===== config.mk =====
export PLATFORM = sky130hd
export DESIGN_NAME = keypad_scan
export DESIGN_NICKNAME = d
export VERILOG_FILES = /design/src/rtl/keypad_scan_pkg.sv /design/src/rtl/sync_2ff.sv /design/src/rtl/keypad_scan.sv
export SDC_FILE = /design/constraint.sdc
export NUM_CORES = 1
export LEC_CHECK = 0
export BUFFER_PORTS_ARGS = -buffer_cell sky130_fd_sc_hd__buf_4
export CAP_MARGIN = 40
export CORE_MARGIN = 4
export CORE_UTILIZATION = 50
export CTS_BUF_LIST = sky130_fd_sc_hd__clkbuf_8
export DETAILED_ROUTE_END_ITERATION = 6
export PLACE_DENSITY = 0.69
export SETUP_SLACK_MARGIN = 0.4
export SYNTH_ARGS = -nofsm -noshare
export SYNTH_HDL_FRONTEND = slang
export SYNTH_SLANG_ARGS = --single-unit

===== constraint.sdc =====
create_clock -name clk -period 3 [get_ports clk]
set_input_delay 0.6 -clock clk [delete_from_list [all_inputs] [get_ports clk]]
set_output_delay 0.6 -clock clk [all_outputs]
set_load 0.01 [all_outputs]

===== src/rtl/keypad_scan_pkg.sv =====
// Shared constants, key payload type and row-decode helper for the keypad scanner.
package keypad_pkg;

    localparam int unsigned KEY_VALID_BIT = 4;
    localparam int unsigned KEY_W         = 5;
    localparam int unsigned NUM_COLS      = 4;
    localparam int unsigned NUM_ROWS      = 4;

    localparam logic [KEY_W-1:0] KEY_NONE    = 5'h00;
    localparam logic [KEY_W-1:0] KEY_GUN_INC = 5'h11;
    localparam logic [KEY_W-1:0] KEY_GUN_DEC = 5'h13;
    localparam logic [KEY_W-1:0] KEY_FIRE    = 5'h15;

    typedef struct packed {
        logic       valid;
        logic [1:0] col;
        logic [1:0] row;
    } key_code_t;

    // Returns {hit, index} of the lowest-numbered row pulled low.
    function automatic logic [2:0] row_decode(input logic [NUM_ROWS-1:0] rows);
        logic [2:0] res;
        res = 3'b000;
        for (int i = NUM_ROWS - 1; i >= 0; i--) begin
            if (!rows[i]) res = {1'b1, 2'(i)};
        end
        return res;
    endfunction

endpackage


===== src/rtl/sync_2ff.sv =====
// Two-flop synchronizer for the 4 keypad row inputs; idles high like the pulled-up rows.
module sync_2ff (
    input  logic       clk,
    input  logic       rst_n,
    input  logic [3:0] i_d,
    output logic [3:0] o_q
);

    logic [3:0] r_meta;
    logic [3:0] r_sync;

    always_ff @(posedge clk or negedge rst_n) begin
        if (!rst_n) begin
            r_meta <= 4'hF;
            r_sync <= 4'hF;
        end else begin
            r_meta <= i_d;
            r_sync <= r_meta;
        end
    end

    assign o_q = r_sync;

endmodule


===== src/rtl/keypad_scan.sv =====
// 4x4 active-low keypad scanner with scan-level debounce and one-cycle key pulses.
// Optional auto-repeat of the held key is enabled by defining KEYPAD_REPEAT_EN.
module keypad_scan
    import keypad_pkg::*;
#(
    parameter int unsigned SCAN_DIV       = 12500,
    parameter int unsigned DEBOUNCE_SCANS = 4,
    parameter int unsigned REPEAT_SCANS   = 25
) (
    input  logic       clk,
    input  logic       rst,
    input  logic [3:0] key_row,
    output logic [3:0] key_col,
    output logic [4:0] key,
    output logic [4:0] key_pulse
);

    localparam int unsigned DIV_W  = (SCAN_DIV > 2) ? $clog2(SCAN_DIV) : 1;
    localparam int unsigned STAB_W = $clog2(DEBOUNCE_SCANS + 1);
    localparam logic [DIV_W-1:0]  DIV_LAST  = DIV_W'(SCAN_DIV - 1);
    localparam logic [STAB_W-1:0] STAB_FULL = STAB_W'(DEBOUNCE_SCANS);

    logic [DIV_W-1:0]  r_div_cnt;
    logic [1:0]        r_col;
    logic [3:0]        r_key_col;
    logic [3:0]        w_row_sync;
    logic [2:0]        w_row_hit;
    logic              w_slot_end;
    logic              w_scan_done;
    logic              w_key_update;
    key_code_t         w_raw;
    key_code_t         r_acc;
    key_code_t         r_cand;
    logic [STAB_W-1:0] r_stab_cnt;
    logic [4:0]        r_key;
    logic [4:0]        r_key_pulse;

`ifdef KEYPAD_REPEAT_EN
    localparam int unsigned REP_W = (REPEAT_SCANS > 2) ? $clog2(REPEAT_SCANS) : 1;
    localparam logic [REP_W-1:0] REP_LAST = REP_W'(REPEAT_SCANS - 1);
    logic [REP_W-1:0] r_rep_cnt;
`else
    logic [31:0] w_rep_unused;
    assign w_rep_unused = 32'(REPEAT_SCANS);
`endif

    sync_2ff u_row_sync (
        .clk   (clk),
        .rst_n (rst),
        .i_d   (key_row),
        .o_q   (w_row_sync)
    );

    assign w_slot_end   = (r_div_cnt == DIV_LAST);
    assign w_scan_done  = w_slot_end && (r_col == 2'd3);
    assign w_row_hit    = row_decode(w_row_sync);
    assign w_key_update = (r_stab_cnt == STAB_FULL) && (5'(r_cand) != r_key);

    // Scan result so far including the current slot; earlier slots keep priority.
    always_comb begin
        w_raw = r_acc;
        if (!r_acc.valid && w_row_hit[2]) begin
            w_raw = key_code_t'({1'b1, r_col, w_row_hit[1:0]});
        end
    end

    // Slot prescaler and one-hot active-low column drive.
    always_ff @(posedge clk or negedge rst) begin
        if (!rst) begin
            r_div_cnt <= '0;
            r_col     <= 2'd0;
            r_key_col <= 4'b1110;
        end else if (w_slot_end) begin
            r_div_cnt <= '0;
            r_col     <= r_col + 2'd1;
            r_key_col <= ~(4'b0001 << (r_col + 2'd1));
        end else begin
            r_div_cnt <= r_div_cnt + DIV_W'(1);
        end
    end

    // Per-scan accumulation and scan-level debounce of the candidate code.
    always_ff @(posedge clk or negedge rst) begin
        if (!rst) begin
            r_acc      <= '0;
            r_cand     <= '0;
            r_stab_cnt <= '0;
        end else if (w_slot_end) begin
            r_acc <= w_scan_done ? key_code_t'(KEY_NONE) : w_raw;
            if (w_scan_done) begin
                if (w_raw == r_cand) begin
                    if (r_stab_cnt != STAB_FULL) r_stab_cnt <= r_stab_cnt + STAB_W'(1);
                end else begin
                    r_cand     <= w_raw;
                    r_stab_cnt <= STAB_W'(1);
                end
            end
        end
    end

    // Debounced key level and single-cycle pulse; a key change overrides a repeat.
    always_ff @(posedge clk or negedge rst) begin
        if (!rst) begin
            r_key       <= KEY_NONE;
            r_key_pulse <= KEY_NONE;
`ifdef KEYPAD_REPEAT_EN
            r_rep_cnt   <= '0;
`endif
        end else begin
            r_key_pulse <= KEY_NONE;
            if (w_key_update) begin
                r_key <= r_cand;
                if (r_cand.valid) r_key_pulse <= r_cand;
`ifdef KEYPAD_REPEAT_EN
                r_rep_cnt <= '0;
            end else if (w_scan_done && r_key[KEY_VALID_BIT]) begin
                if (r_rep_cnt == REP_LAST) begin
                    r_rep_cnt   <= '0;
                    r_key_pulse <= r_key;
                end else begin
                    r_rep_cnt <= r_rep_cnt + REP_W'(1);
                end
`endif
            end
        end
    end

    assign key_col   = r_key_col;
    assign key       = r_key;
    assign key_pulse = r_key_pulse;

endmodule


Yosys cells after proc, flatten, opt, wreduce, memory -nomap -nowiden

Cells that the tools add are included.

$add $sub $neg: 3
Equal/unequal tests: 7
Shifts and indexed selects: 1
Muxes and demuxes: 11
Bitwise logic cells: 2
Reduce and logical (&&, ||, !) cells: 6

Operator list:

| operator                | count |
|---|---|
| $mux W5                 | 4 |
| $mux W3                 | 6 |
| $add A14 B1 Y14 const B | 1 |
| $eq A14 B14 Y1 const B  | 1 |
| $mux W14                | 1 |
| $reduce_and A3 Y1       | 2 |
| $eq A5 B5 Y1            | 1 |
| $ne A5 B5 Y1            | 1 |
| $not A4 Y4              | 1 |
| $shl A1 B2 Y4 const A   | 1 |
| $add A3 B1 Y3 const B   | 1 |
| $eq A3 B3 Y1 const B    | 1 |
| $logic_and A1 B1 Y1     | 3 |
| $ne A3 B3 Y1 const B    | 1 |
| $add A2 B1 Y2 const B   | 1 |
| $eq A2 B2 Y1 const B    | 1 |
| $ne A2 B1 Y1 const B    | 1 |
| $logic_not A1 Y1        | 1 |
| $not A1 Y1              | 1 |

Flip-flop bits (word level): 51
Bits of input ports: 6
Output and inout port bits: 14

Depth between registers and ports, before layout

Word-level depth: 9
Gate-level depth with buffers: 8

Cells and area by module

Synthesis repeated with hierarchy kept, for this count alone.

Cell total of the unflattened synthesis: 202
Area, all modules: 2293.4 um2

Modules (own cells, without submodules):

| module      | times used | cells each | area an instance (um2) |
|---|---|---|---|
| keypad_scan | 1          | 194        | 2083.2 |
| sync_2ff    | 1          | 8          | 210.2 |

Worst setup path after synthesis

Ideal clock, no wire load.

Path type: reg2reg
Start point: reg u_row_sync.r_sync[1], in the netlist u_row_sync.o_q[1]
End point: reg r_cand[1] (netlist name)
Arrival: 2.026 ns
Required time: 2.875 ns
Setup slack: 0.849 ns
Cell stages (with the launch flop): 7
Period minus slack after synthesis: 2.151 ns
Cells stage by stage: dfstp_2 a41oi_4 or4_1 o311ai_2 nand4_4 and2_4 mux2_4

Cells in the longest elaborated chain, start to end: 7

Ends and longest elaborated chain:

| what                        | RTL line              | RTL |
|---|---|---|
| start, declared             | sync_2ff.sv:10        | `logic [3:0] r_sync;` |
| start signal, assigned      | sync_2ff.sv:18        | `r_sync <= r_meta;` |
| $mux W3 (*) (2 in a row)    | keypad_scan_pkg.sv:25 | `if (!rows[i]) res = {1'b1, 2'(i)};` |
| $logic_and A1 B1 Y1         | keypad_scan.sv:62     | `if (!r_acc.valid && w_row_hit[2]) begin` |
| $mux W5 (*)                 | keypad_scan.sv:62     |  |
| $eq A5 B5 Y1                | keypad_scan.sv:91     | `if (w_raw == r_cand) begin` |
| $not A1 Y1 (no line)        | -                     |  |
| $reduce_and A3 Y1 (no line) | -                     |  |
| end signal, assigned        | keypad_scan.sv:94     | `r_cand <= w_raw;` |
| end, declared               | keypad_scan.sv:33     | `key_code_t r_cand;` |

Every way passes the cells marked *; elsewhere a longest branch is shown, timed or not.
A chain may end at the register's enable or synchronous reset.

Final worst setup path

Start point: reg r_acc[4] (netlist name)
End point: reg r_cand[1] (netlist name)

Cells in the longest elaborated chain, start to end: 6

Ends and longest elaborated chain:

| what                        | RTL line          | RTL |
|---|---|---|
| start, declared             | keypad_scan.sv:32 | `key_code_t r_acc;` |
| start signal, assigned      | keypad_scan.sv:89 | `r_acc <= w_scan_done ? key_code_t'(KEY_NONE) : w_raw;` |
| $logic_not A1 Y1            | keypad_scan.sv:62 |  |
| $logic_and A1 B1 Y1         | keypad_scan.sv:62 |  |
| $mux W5 (*)                 | keypad_scan.sv:62 |  |
| $eq A5 B5 Y1                | keypad_scan.sv:91 |  |
| $not A1 Y1 (no line)        | -                 |  |
| $reduce_and A3 Y1 (no line) | -                 |  |

Marks and branches as above.

==> summary.txt <==
Setup path
  • CP peak stage delay: approximately 0.53 ns
  • Crit. End Element: register
  • Required @ worst endpoint: approximately 3.2 ns
  • Crit path DAT: ~2.5 ns
  • R2R depth: 6
  • Reg-to-reg critical path startpoint: r_acc[4]
  • Startpoint types: register
  • Crit path kind: reg -> reg
  • Critical path's slowest cell: dfrtp_1
  • Worst path cell trace: a41oi_4, mux2i_1, a2111oi_4, nand4_4, and2_4, mux2_4
  • Largest delay contributor family on the critical path: compound AO/OA/AOI/OAI gates
  • Crit path depth: 6
  • Crit path max fanout: 12
  • Critical Path Start: r_acc[4]
  • CP bufs+invs: 0
  • Worst reg-to-reg setup slack: 0.68 ns
  • Crit path to: r_cand[1]
  • Reg2reg end: r_cand[1]

STA
  • Tmin final: 2.32 ns
  • Final hold viol count: 0
  • RSZ-0062 raised after global routing: no
  • Highest clock rate: 431 MHz
  • Worst clock skew: approximately 0.008 ns
  • Final setup fails: 0
  • Setup TNS: 0 ns
  • Worst slew margin: 59.7%
  • Tightest Pin Transition: 0.596 ns
  • Max-slew violations: 0
  • Period Utilization, post-route: 77.3%

Synthesis
  • Synth top area share: around two fifths
  • Syn Area/Cell: 11.3 um2
  • Sequential area share after synthesis: 53.2%
  • Number of synthesized flops with an enable pin: 0
  • Seq cells post-synth: 51
  • Syn Inst Count: 214
  • Async set or reset register ratio after synthesis: 100%
  • Top_reg_cell synth: dfrtp_1
  • Area contributors post-synth: dfrtp_1, dfstp_2, ha_1
  • Post-Synthesis Cell Area: 2430 um2
  • Yosys warning count: 0
  • Syn Nets: 227
  • Yosys top cell by area: dfrtp_1
  • Synth unique cells: 47

Power and ir drop
  • Tot Pwr: 1.10 mW
  • NetSw: 239 uW
  • Clock share of power: around a third
  • Power Density: 412 nW/um2
  • Comb power frac: 2.8%
  • VDD IR max: around 0.3 mV
  • Switching share of power: 21.6%
  • Internal power: 864 uW
  • Lkg Pwr: approximately 1.2 nW
  • Reg power frac: 63.8%

Floorplanning
  • I/O pins: 20
  • Row count: 25
  • Die height: 77.7 um
  • Die Footprint: 6030 um2
  • Core area: 4720 um2
  • Die X: 77.7 um
  • Initial Util: 51.4%

Global routing
  • Vias in the first global route: 1530
  • Largest net degree at the start of global routing: 52
  • Total global routing overflow: 0
  • Gr usage total: 15.2%
  • Initial antenna violation count: 0
  • First-pass GRT wire length: 7290 um

Clock network
  • Clock transition at path regs: 0.09 ns
  • Setup repair bufs after CTS: 0
  • Root buffer cell: clkbuf_8
  • TritonCTS clock tree: done
  • H-Tree Level Count: 2
  • Maximum clock path buffer count: 2
  • CTS sink cnt: roughly 50
  • CTS Hold Buffers Added: 0
  • Clock buffer count from CTS: 5
  • Worst-Skew Late Latency: 0.30 ns

Final layout
  • Post-Layout Cell Count: just over 300
  • Antenna cells: 0
  • Fin nets: between 200 and 250
  • Share of cells above drive strength 1: a little over a fifth
  • P&R area growth vs syn: 10.3%

Placement
  • Hpwl dp: 2930 um
  • Port Buf Inserts: 19
  • Cells after DPL: 294
  • RePlAce Congestion: 0.795

Route
  • DRT Pass-1 Iters: 4
  • DR top layer: met4
  • Avg Vias per Cell: 5.30
  • WL/cell: 13.7 um
  • Initial DRC count: 88
  • Met2 routed WL: 1920 um
  • Final wirelength: a little over 4000 um
  • WL met1: 1970 um
  • Antenna-violating nets left: 0
  • Via count: 1602
  • Met3 WL: around 190 um
  • DRC: 0

Job
  • Max_cap viols: 0

Worst hold path
  • Min-Delay Path Class: in -> async

Status
  • Outcome: finished clean
[Yosys cell counts (2+ instances only)]
cell type	instances
nand3_1	10
nor2b_1	5
and3_1	2
nor3b_1	3
nor2_1	16
and2_1	6
nor4b_1	2
nand2_1	20
mux2_2	4
ha_1	7
a21oi_1	14
clkbuf_1	4
xnor2_1	10
dfstp_2	11
nor3_1	2
inv_1	6
dfrtp_1	40
mux2i_1	3
o21ai_0	10
nand4_1	4
xor2_1	8
or2b_2	2
[sequential cells by signal, summed over array words and instances (netlist names)]
name	cells
key	5
key_col	4
key_pulse	5
r_acc	5
r_cand	5
r_col	2
r_div_cnt	14
r_stab_cnt	3
u_row_sync.o_q	4
u_row_sync.r_meta	4
[worst min-delay path by stage]
stage	start	endpoint	slack [ns]	depth (start not counted)
2_1_floorplan	rst	key[0]	0.30	0
3_3_place_gp	u_row_sync.r_meta[2]	u_row_sync.o_q[2]	0.35	0
3_5_place_dp	u_row_sync.r_meta[0]	u_row_sync.o_q[0]	0.35	0
4_1_cts	rst	key[4]	0.32	1
5_1_grt	rst	r_cand[0]	0.35	1
6_report	rst	r_cand[0]	0.30	1
[metrics by stage]
stage	hold WS, ns	worst slack (ns)	instance area, um2	utilization [%]
2_1_floorplan	0.304	0.849	2430	-
3_3_place_gp	0.345	0.719	2590	54.9
3_5_place_dp	0.349	0.696	2590	54.9
4_1_cts	0.323	0.667	2670	56.6
5_1_grt	0.353	0.535	2680	56.7
6_report	0.298	0.682	2680	56.7
[placed cells by master, fill, tap and decap left out, drive strengths merged, types with 3 or more instances in the layout]
cell type  synthesis  routed
and2               7       7
nor2              16      16
buf                0      19
mux2i              3       3
dfrtp             40      40
ha                 7       7
clkbuf             5       5
or2b               3       3
xor2               8       8
nor2b              5       5
nand4              5       5
mux2               5       5
nand2             20      20
nor3b              3       3
xnor2             10      10
dfstp             11      11
o21ai             10      10
nand3             10      10
a21oi             14      14
inv                6       9
[area by class of cell]
cell class | instances | area [um2]
fill | 423 | 2050
sequential | 51 | 1290
multi-input combinational | 151 | 1060
timing repair buffer | 19 | 143
tap | 67 | 83.8
clock buffer | 5 | 68.8
inverter | 6 | 22.5
clock inverter | 3 | 11.3
[kinds of logic (layout without fill, tap and decap cells)]
family	count (synthesis)	count (layout)	synth area share [%]
AO/OA/AOI/OAI	38	38	11.6
XOR/XNOR	18	18	6.50
adder cells (fa/ha/maj)	7	7	3.61
buffers and inverters	12	33	3.45
flip-flops	51	51	53.2
multiplexers	8	8	3.71
AND/OR/NAND/NOR	80	80	18.0
[power by group through the flow]
stage          sequential, mW  combinational (mW)  clock [mW]
3_5_place_dp            0.716              0.0322           0
4_1_cts                 0.703              0.0322       0.384
6_report                0.703              0.0309       0.368
3_3_place_gp            0.716              0.0321           0
5_1_grt                 0.705              0.0355       0.410
2_1_floorplan           0.715              0.0116           0
[metal layers]
metal | vias up | global-route usage [%]
met5 | - | 0
met4 | 0 | 5.87
met3 | 8 | 3.48
met2 | 31 | 23.9
met1 | 780 | 20.3
li1 | 783 | -
[what timing repair did]
item,4_1_cts,5_1_grt
endpoints found under the setup margin,0,3
gates resized for setup,0,1
hold endpoints to repair,0,0
(Power assumes the default switching activity.)
